===== src/rtl/clk_div_multi.sv =====
// clk_div_multi: multi-channel programmable clock-enable divider.
// Each channel counts 0..activeP and emits a one-cycle slowEnPulse on the
// terminal count, so the pulse period is activeP+1 cycles. A per-channel copy
// of the pulse comes out DELAY cycles later on slowEnPulse_d.
// New prescale values are written through a valid/ready port into a shadow
// register. The shadow value moves into the active register only at a period
// boundary, or when the channel is disabled, so no period is ever cut short
// or stretched.
//
// Ports
//   clk_i            rising-edge clock
//   resetN_i         synchronous active-low reset
//   chEn_i           per-channel run enable
//   oneShot_i        per-channel mode: 1 = single pulse then park, 0 = periodic
//   cfgValid_i       configuration write request
//   cfgChan_i        target channel of the write
//   cfgValue_i       new prescale value
//   cfgReady_o       write is taken when cfgValid_i && cfgReady_o at an edge
//   slowEnPulse_o    one-cycle enable pulse per channel
//   slowEnPulse_d_o  slowEnPulse_o delayed by DELAY cycles
//   done_o           one-shot channel has fired and is parked
module clk_div_multi #(
   parameter int WIDTH         = 5,
   parameter int CHANNELS      = 4,
   parameter int DELAY         = 1,
   parameter int INIT_PRESCALE = 4,
   localparam int CW           = (CHANNELS > 1) ? $clog2(CHANNELS) : 1
) (
   input  logic                clk_i,
   input  logic                resetN_i,
   input  logic [CHANNELS-1:0] chEn_i,
   input  logic [CHANNELS-1:0] oneShot_i,
   input  logic                cfgValid_i,
   input  logic [CW-1:0]       cfgChan_i,
   input  logic [WIDTH-1:0]    cfgValue_i,
   output logic                cfgReady_o,
   output logic [CHANNELS-1:0] slowEnPulse_o,
   output logic [CHANNELS-1:0] slowEnPulse_d_o,
   output logic [CHANNELS-1:0] done_o
);

   logic [WIDTH-1:0]    cnt_q    [CHANNELS];
   logic [WIDTH-1:0]    cnt_d    [CHANNELS];
   logic [WIDTH-1:0]    active_q [CHANNELS];
   logic [WIDTH-1:0]    active_d [CHANNELS];
   logic [WIDTH-1:0]    shadow_q [CHANNELS];
   logic [WIDTH-1:0]    shadow_d [CHANNELS];
   logic [CHANNELS-1:0] pending_q, pending_d;
   logic [CHANNELS-1:0] pulse_q, pulse_d;
   logic [CHANNELS-1:0] done_q, done_d;
   logic [CHANNELS-1:0] pipe_q   [DELAY];

   logic                cfg_ready;
   logic [CHANNELS-1:0] cfg_wr;

   // Out-of-range channel numbers match no channel, so they stay ready and
   // the write is silently dropped.
   always_comb begin
      cfg_ready = 1'b1;
      cfg_wr    = '0;
      for (int c = 0; c < CHANNELS; c++) begin
         if (cfgChan_i == CW'(c)) begin
            cfg_ready = !pending_q[c];
         end
      end
      for (int c = 0; c < CHANNELS; c++) begin
         cfg_wr[c] = cfgValid_i && cfg_ready && (cfgChan_i == CW'(c));
      end
   end

   always_comb begin
      pulse_d   = '0;
      done_d    = done_q;
      pending_d = pending_q;
      for (int c = 0; c < CHANNELS; c++) begin
         cnt_d[c]    = cnt_q[c];
         active_d[c] = active_q[c];
         shadow_d[c] = shadow_q[c];

         if (!chEn_i[c]) begin
            cnt_d[c]  = '0;
            done_d[c] = 1'b0;
            if (pending_q[c]) begin
               active_d[c]  = shadow_q[c];
               pending_d[c] = 1'b0;
            end
         end else if (done_q[c]) begin
            cnt_d[c] = '0;
         end else if (cnt_q[c] == active_q[c]) begin
            cnt_d[c]   = '0;
            pulse_d[c] = 1'b1;
            if (oneShot_i[c]) begin
               done_d[c] = 1'b1;
            end
            // Swap only on the terminal edge so the next period starts clean.
            if (pending_q[c]) begin
               active_d[c]  = shadow_q[c];
               pending_d[c] = 1'b0;
            end
         end else begin
            cnt_d[c] = cnt_q[c] + 1'b1;
         end

         // A write can only land when pending_q is clear, so it never
         // collides with a swap in the same cycle.
         if (cfg_wr[c]) begin
            shadow_d[c]  = cfgValue_i;
            pending_d[c] = 1'b1;
         end
      end
   end

   always_ff @(posedge clk_i) begin
      if (!resetN_i) begin
         for (int c = 0; c < CHANNELS; c++) begin
            cnt_q[c]    <= '0;
            active_q[c] <= WIDTH'(INIT_PRESCALE);
            shadow_q[c] <= WIDTH'(INIT_PRESCALE);
         end
         pending_q <= '0;
         pulse_q   <= '0;
         done_q    <= '0;
         for (int k = 0; k < DELAY; k++) begin
            pipe_q[k] <= '0;
         end
      end else begin
         for (int c = 0; c < CHANNELS; c++) begin
            cnt_q[c]    <= cnt_d[c];
            active_q[c] <= active_d[c];
            shadow_q[c] <= shadow_d[c];
         end
         pending_q <= pending_d;
         pulse_q   <= pulse_d;
         done_q    <= done_d;
         // Free-running shift so a pulse already in flight still emerges
         // after its channel is disabled.
         pipe_q[0] <= pulse_q;
         for (int k = 1; k < DELAY; k++) begin
            pipe_q[k] <= pipe_q[k-1];
         end
      end
   end

   assign cfgReady_o      = cfg_ready;
   assign slowEnPulse_o   = pulse_q;
   assign slowEnPulse_d_o = pipe_q[DELAY-1];
   assign done_o          = done_q;

endmodule


===== config.mk =====
export PLATFORM = sky130hd
export DESIGN_NAME = clk_div_multi
export DESIGN_NICKNAME = d
export VERILOG_FILES = /design/src/rtl/clk_div_multi.sv
export SDC_FILE = /design/constraint.sdc
export NUM_CORES = 1
export LEC_CHECK = 0
export BUFFER_PORTS_ARGS = -buffer_cell sky130_fd_sc_hd__buf_4
export CORE_MARGIN = 1
export CORE_UTILIZATION = 40
export CTS_BUF_LIST = sky130_fd_sc_hd__clkbuf_16
export DETAILED_ROUTE_END_ITERATION = 8
export GPL_ROUTABILITY_DRIVEN = 0
export HOLD_SLACK_MARGIN = 0.15
export SYNTH_ARGS = -nofsm -noshare
export SYNTH_HDL_FRONTEND = slang
export SYNTH_SLANG_ARGS = --single-unit
export TNS_END_PERCENT = 100

===== constraint.sdc =====
create_clock -name clk_i -period 3.55 [get_ports clk_i]
set_clock_uncertainty 0.2 [all_clocks]
set_input_delay 0.1775 -clock clk_i [delete_from_list [all_inputs] [get_ports clk_i]]
set_output_delay 0.1775 -clock clk_i [all_outputs]
set_load 0.03 [all_outputs]

==> results of run 1 <==
[metrics by stage]
step | utilization [%] | hold slack [ns] | area [µm²] | setup WS [ns] | power, mW
after floorplan | - | 0.101 | 3710 | 2.06 | 1.01
after detailed placement | 44.5 | 0.247 | 3940 | 1.58 | 1.05
after CTS | 51.0 | 0.157 | 4510 | 0.756 | 2.11
after global routing | 51.0 | 0.172 | 4510 | 0.626 | 2.17
after global placement | 44.5 | 0.240 | 3940 | 1.63 | 1.05
final | 51.0 | 0.163 | 4510 | 0.705 | 2.09
[worst max-delay path, delay by kind of cell]
| kind | cells | cell delay (ns) |
|---|---|---|
| buffers and inverters | 4 | 1.85 |
| muxes | 1 | 0.25 |
| and+or+nand+nor | 2 | 0.59 |
[cell usage after synthesis, types with 5 or more instances]
cell type,count,share of area [%]
nand2_1,37,3.7
nor4_1,8,1.3
xnor2_1,24,5.7
xor2_1,8,1.9
clkbuf_1,7,0.71
dfxtp_1,76,41
buf_4,5,1.0
a21oi_1,5,0.67
mux2i_1,15,4.0
inv_1,6,0.61
nand3_1,37,5.0
buf_2,10,1.3
nor2_1,40,4.0
a2bb2oi_2,12,4.9
nand4_1,16,2.7
o221ai_2,12,4.9
nor3_1,5,0.67
[kinds of logic (layout without fill, tap and decap cells)]
kind of cell | count (synthesis) | count (layout) | share of synthesized area (%)
flip-flops | 76 | 76 | 41.0
AND/OR/NAND/NOR | 168 | 168 | 23.7
adder cells (fa/ha/maj) | 4 | 4 | 1.35
AO/OA/AOI/OAI | 60 | 60 | 17.2
multiplexers | 16 | 16 | 4.65
buffers and inverters | 31 | 77 | 4.59
XOR/XNOR | 32 | 32 | 7.55
[routing by layer]
layer  vias to the layer above  wire length, µm  GRT usage (%)
met1                      1427             3930           21.8
met3                         7              237           4.58
met5                         -                0              0
met4                         0               79           6.43
met2                        47             3670           29.4
li1                       1499                -              -
[cell type report]
cell class	instances	area share, %
inverter	6	0.499
clock inverter	7	2.55
multi-input combinational	280	44.8
clock buffer	9	4.99
sequential	76	33.7
tap	108	3.00
timing repair buffer	55	10.4
[registers in the layout, summed over array words and instances (netlist names)]
name and cells:
active_q 20, pending_q 4, cnt_q 20, shadow_q 20, done_o 4, slowEnPulse_o 4, pipe_q 4
[where the power goes]
group          switching, mW  leakage (nW)  internal, mW
logic                 0.0907         0.817        0.0650
clock network          0.357         0.161         0.684
registers             0.0203         0.615         0.872
[final timing paths]
kind	from	to	slack, ns	depth (start not counted)
worst min register to register	slowEnPulse_o[2]$_SDFF_PP0_	pipe_q[0][2]$_SDFF_PN0_	0.26	1
worst max-delay path	cfgChan_i[1]	shadow_q[0][2]$_SDFFE_PN1P_	0.70	7
worst min-delay path	cfgValid_i	shadow_q[3][2]$_SDFFE_PN1P_	0.16	5
worst max register to register	pending_q[0]$_SDFFE_PN0P_	shadow_q[0][2]$_SDFFE_PN1P_	0.80	5
==> summary.md, run 1 <==
| Metric | Value |
|---|---|
| Longest Clk Path Bufs | 2 |
| Max FO, Critical Path | 6 |
| Final ANT Viol Nets | 0 |
| I/O pins | 31 |
| Layout cells sized above 1 | 18.2% |
| Router iterations before antenna repair | 8 |
| Syn Inst Count | 387 |
| Wirelength per Cell | 14.6 µm |
| Placed wire-length estimate | 5240 µm |
| Row count | 34 |
| Layout Nets | 450 |
| Multi-input logic area | 2020 µm² |
| Die height | 98.3 µm |
| Max rail drop VDD | 0.000220 V |
| Final Setup Violations | 0 |
| Crit path top cell by count | dlygate4sd3_1 |
| Initial Util | 41.9% |
| Slowest cell on crit path | dlygate4sd3_1 |
| Ys Warns | 0 |
| Async S/R FF share, synth | 0% |
| Max Clock Freq | 0.351 GHz |
| Drt total wl | 7910 µm |
| Crit path cell chain | dlygate4sd3_1 > buf_4 > nor4b_4 > mux2i_1 > dlygate4sd3_1 > nand2_1 > dlygate4sd3_1 |
| Status | finished with violations |
| Slew headroom | 56.3% |
| Pins Over Slew Limit | 0 |
| Via Count | 2980 |
| Final Hold Fails | 0 |
| Largest net degree at the start of global routing | 61 |
| Worst-Margin Slew | 0.653 ns |
| Cell variety after synth | 40 |
| Pwr dens | 463 nW/µm² |
| Clock input transition at the sequential cells of the worst setup and hold paths | 0.06 ns |
| Clk Tree Root Cell | clkbuf_16 |
| Leakage | 1.59 nW |
| Critical Path RT | 3.57 ns |
| H-tree depth | 3 |
| Main synth FF type | dfxtp_1 |
| Count of non-filler cells in the finished layout | 541 |
| Failing checks | design-rule violations |
| Worst Hold Class | primary input to flip-flop |
| Clk sink count | 76 |
| Final min period | 2.85 ns |
| DIE WIDTH | 98.3 µm |
| First-pass GRT wire length | 13500 µm |
| # resized after CTS | 0 |
| Number of DRC markers in iteration 0 | 89 |
| Setup TNS after final layout | 0 ns |
| Crit share post-route | 80.1% |
| Layout area overhead | 21.5% |
| Die ar. | 9670 µm² |
| Worst-Skew Late Latency | 0.33 ns |
| Avg Cell Area, Syn | 9.59 µm² |
| Register area | 1520 µm² |
| ANT cells | 0 |
| CTS Buf Count | 9 |
| Post-CTS Hold Buffers | 23 |
| Crit path largest cell delay | 0.58 ns |
| Vias/cell | 5.51 |
| Max Cap Viol | 0 |
| Post-synth net total | 409 |
| Filler instances | 822 |
| CTS tree | yes |
| Total Routing Usage GR | 17.6% |
| Post-CTS Setup Bufs | 0 |
| CP Class | primary input to flip-flop |
| Mapped Area | 3710 µm² |
| Crit path launch type | primary input |
| DP Cell Count | 502 |
| Commonest non-fill, non-tap cells in the layout | dfxtp_1, nor2_1, nand3_1, nand2_1, buf_4 |
| RSZ-0062 raised after global routing | false |
| CP Capture Type | flip-flop |
| Sequential share of the synthesized area | 41.0% |
| Post-synth EDFFs | 0 |
| Initial antenna violation count | 0 |
| DRC Markers | 1 |
| Core area | 8850 µm² |
| CP arrival | 2.86 ns |
| Commonest non-fill, non-tap cell in the layout | dfxtp_1 |
| Vias in the first global route | 2935 |
| Grt total ovfl | 0 |
| Buffers on Ports | 30 |
| Number of synthesized register bits | 76 |
No activity file was read; power rests on OpenSTA's default activity.
==> run 2: changes to the inputs <==
ABC_AREA = 1   (was default)
clock period = 2.61 ns   (was 3.55 ns; I/O delays follow)
==> run 2 against run 1 <==
  * The run now ends clean
  * Sequential share of layout area is 1.2 points higher
  * Core utilization is 1.5 points higher
  * Die area is 6.2% lower
  * Largest cell class is now flip-flops and latches
==> summary.md, run 2 <==
| Metric | Value |
|---|---|
| Pwr dens | 630 nW/µm² (+36%) |
| Layout cells sized above 1 | 8.65% (-9.6 points) |
| Clock input transition at the sequential cells of the worst setup and hold paths | 0.06 ns (about the same) |
| Initial Util | 41.9% (-0.059 points) |
| CP Capture Type | flip-flop |
| Top flop regs | active_q: 20 flops, cnt_q: 20 flops, shadow_q: 20 flops |
| Max rail drop VDD | 0.000337 V (+53%) |
| DRC Markers | 0 (-1) |
| ANT cells | 0 (unchanged) |
| Crit path top cell by count | dlygate4sd3_1 |
| Pins Over Slew Limit | 0 (unchanged) |
| Async S/R FF share, synth | 0% (unchanged) |
| Worst Hold Class | flip-flop to flip-flop |
| Worst-Skew Late Latency | 0.33 ns (about the same) |
| Total Routing Usage GR | 16.6% (-0.92 points) |
| Post-synth EDFFs | 0 (unchanged) |
| Final Hold Fails | 0 (unchanged) |
| Mapped Area | 3480 µm² (-6.3%) |
| Grt total ovfl | 0 (unchanged) |
| Launch point of the worst reg-to-reg path | pending_q[1]$_SDFFE_PN0P_ |
| Switching part of the total | 22.8% (+0.42 points) |
| Core area | 8300 µm² (-6.2%) |
| Cell variety after synth | 25 (-38%) |
| Buffers on Ports | 30 (unchanged) |
| Crit path launch type | primary input |
| Crit path from | resetN_i |
| Sequential Power Share | 44.4% (+1.7 points) |
| Share of the synthesized area in the top cell type | 43.8% (+2.8 points) |
| Sequential share of the synthesized area | 43.8% (+2.8 points) |
| Number of DRC markers in iteration 0 | 111 (+25%) |
| Ys Warns | 0 (unchanged) |
| Most common cell in the netlist | nand2_1 |
| CP Class | primary input to flip-flop |
| Clock share of power | 47.0% (-2.8 points) |
| Slew headroom | 64.9% (+8.6 points) |
| H-tree depth | 3 (unchanged) |
| Layout Nets | 595 (+32%) |
| Router iterations before antenna repair | 4 (-4) |
| Crit path largest cell delay | 0.61 ns (+0.03 ns) |
| Clk sink count | 76 (unchanged) |
| Critical Path Sink | done_o[3]$_SDFF_PN0_ |
| Critical Path RT | 2.68 ns (-0.89 ns) |
| Clk Tree Root Cell | clkbuf_16 |
| Vias/cell | 4.51 (-18%) |
| Multi-input logic area | 1510 µm² (-25%) |
| Largest net degree at the start of global routing | 52 (-15%) |
| Most frequent cells after synthesis | nand2_1, inv_1, dfxtp_1, nor2_1, nand3_1 |
| Commonest non-fill, non-tap cell in the layout | nand2_1 |
| Via Count | 3079 (+3.3%) |
| CTS Buf Count | 9 (unchanged) |
| Register area | 1520 µm² (unchanged) |
| Layout area overhead | 25.2% |
| Post-synth net total | 538 (+32%) |
| Initial antenna violation count | 0 (unchanged) |
| Int Pwr | 2.12 mW (+31%) |
| Biggest area consumer among synthesized cells | dfxtp_1 |
| Fin area | 4350 µm² (-3.5%) |
| Vias in the first global route | 2745 (-6.5%) |
| Drt total wl | 6870 µm (-13%) |
| Crit path cell chain | dlygate4sd3_1 > buf_4 > nand2_1 > dlygate4sd3_1 > a21oi_1 > dlygate4sd3_1 |
| Row count | 33 (-2.9%) |
| Syn Inst Count | 516 (+33%) |
| Worst reg-to-reg path cell count | 8 (+3) |
| Combinational share of power | 8.5% (+1.0 points) |
| CTS tree | yes |
| Post-CTS Setup Bufs | 0 (unchanged) |
| Min Hold Slack | 0.234 ns (+0.0715 ns) |
| Max FO, Critical Path | 51 (+45) |
| Synth area leaders | dfxtp_1, nand2_1, inv_1 |
| Final min period | 2.47 ns |
| Worst-Margin Slew | 0.527 ns (-0.127 ns) |
| Die height | 95.2 µm (-3.2%) |
| Die ar. | 9070 µm² (-6.2%) |
| Max Cap Viol | 0 (unchanged) |
| Final core occ | 52.4% (+1.5 points) |
| Worst R2R End | shadow_q[1][2]$_SDFFE_PN1P_ |
| Slowest cell on crit path | dlygate4sd3_1 |
| Final Setup Violations | 0 (unchanged) |
| Leakage | 2.13 nW (+34%) |
| Longest Clk Path Bufs | 2 (unchanged) |
| Crit share post-route | 94.7% |
| Commonest non-fill, non-tap cells in the layout | nand2_1, inv_1, nor2_1, dfxtp_1, nand3_1 |
| Number of synthesized register bits | 76 (unchanged) |
| Placed wire-length estimate | 4630 µm (-12%) |
| Filler instances | 829 (+0.85%) |
| Placed cell areas | 3750 µm² (-4.7%) |
| RSZ-0062 raised after global routing | false |
| CP arrival | 2.55 ns (-0.31 ns) |
| Final ANT Viol Nets | 0 (unchanged) |
| I/O pins | 31 (unchanged) |
| First-pass GRT wire length | 11700 µm (-13%) |
| DIE WIDTH | 95.2 µm (-3.2%) |
| Main synth FF type | dfxtp_1 |
| Sw Pwr | 626 µW (+34%) |
| Max Clock Freq | 0.405 GHz |
| Avg Cell Area, Syn | 6.74 µm² (-30%) |
| Reg2reg setup slack | 0.33 ns (-0.47 ns) |
| Wirelength per Cell | 10.1 µm (-31%) |
| Status | completed |
| Setup TNS after final layout | 0 ns (unchanged) |
[run 2: worst min-delay path by stage]
stage / end / from / cells after the start / slack [ns]
floorplan: shadow_q[3][0]$_SDFFE_PN0P_ / cfgValue_i[0] / 2 / 0.07
global placement: shadow_q[3][1]$_SDFFE_PN0P_ / cfgValue_i[1] / 3 / 0.17
detailed placement: shadow_q[3][0]$_SDFFE_PN0P_ / cfgValue_i[0] / 3 / 0.17
CTS: pipe_q[0][0]$_SDFF_PN0_ / slowEnPulse_o[0]$_SDFF_PP0_ / 2 / 0.24
global route: pipe_q[0][1]$_SDFF_PN0_ / slowEnPulse_o[1]$_SDFF_PP0_ / 2 / 0.26
finish: pipe_q[0][3]$_SDFF_PN0_ / slowEnPulse_o[3]$_SDFF_PP0_ / 2 / 0.23
[run 2: area by class of cell]
cell class	instances	share of cell area [%]
Multi-Input combinational cell	328	34.6
Sequential cell	76	35.0
Tap cell	105	3.02
Clock inverter	7	1.90
Inverter	99	8.54
Timing Repair Buffer	59	11.8
Clock buffer	9	5.17
[run 2: timing repair]
item,in CTS,in global routing
gates resized for setup,0,0
hold endpoints to repair,76,0
hold buffers,29,0
[run 2: logic make-up after synthesis]
logic type               after synthesis  synth area share, %
buffers and inverters                112                 12.9
flip-flops                            76                 43.8
adder cells (fa/ha/maj)                4                 1.44
XOR/XNOR                              12                 3.02
AO/OA/AOI/OAI                         11                 1.91
AND/OR/NAND/NOR                      301                 36.9
[run 2: through the flow]
stage / instances / setup WS [ns] / power (mW)
floorplan: 516 / 0.816 / 1.40
global route: 683 / 0.00473 / 2.86
detailed placement: 638 / 0.864 / 1.45
global placement: 638 / 0.880 / 1.45
finish: 683 / 0.138 / 2.74
CTS: 683 / 0.232 / 2.77
[run 2: layer usage]
metal,up-vias,share of wire (%),routed length (µm),global-route usage (%)
met1,1348,53,3640,21.6
met3,10,2.4,165,2.87
met4,0,2.0,136,8.46
li1,1684,-,-,-
met5,-,0,0,0
met2,37,43,2930,26.4
[run 2: worst max-delay path, delay by kind of cell]
kind | cells | cell delay, ns
buffers and inverters | 4 | 2.15
AO/OA/AOI/OAI | 1 | 0.14
AND/OR/NAND/NOR | 1 | 0.13
[run 2: power by group through the flow]
stage | clock network [mW] | logic [mW] | registers [mW]
2_1_floorplan | 0 | 0.159 | 1.24
3_3_place_gp | 0 | 0.204 | 1.24
3_5_place_dp | 0 | 0.207 | 1.24
4_1_cts | 1.32 | 0.233 | 1.22
5_1_grt | 1.36 | 0.270 | 1.22
6_report | 1.29 | 0.234 | 1.22
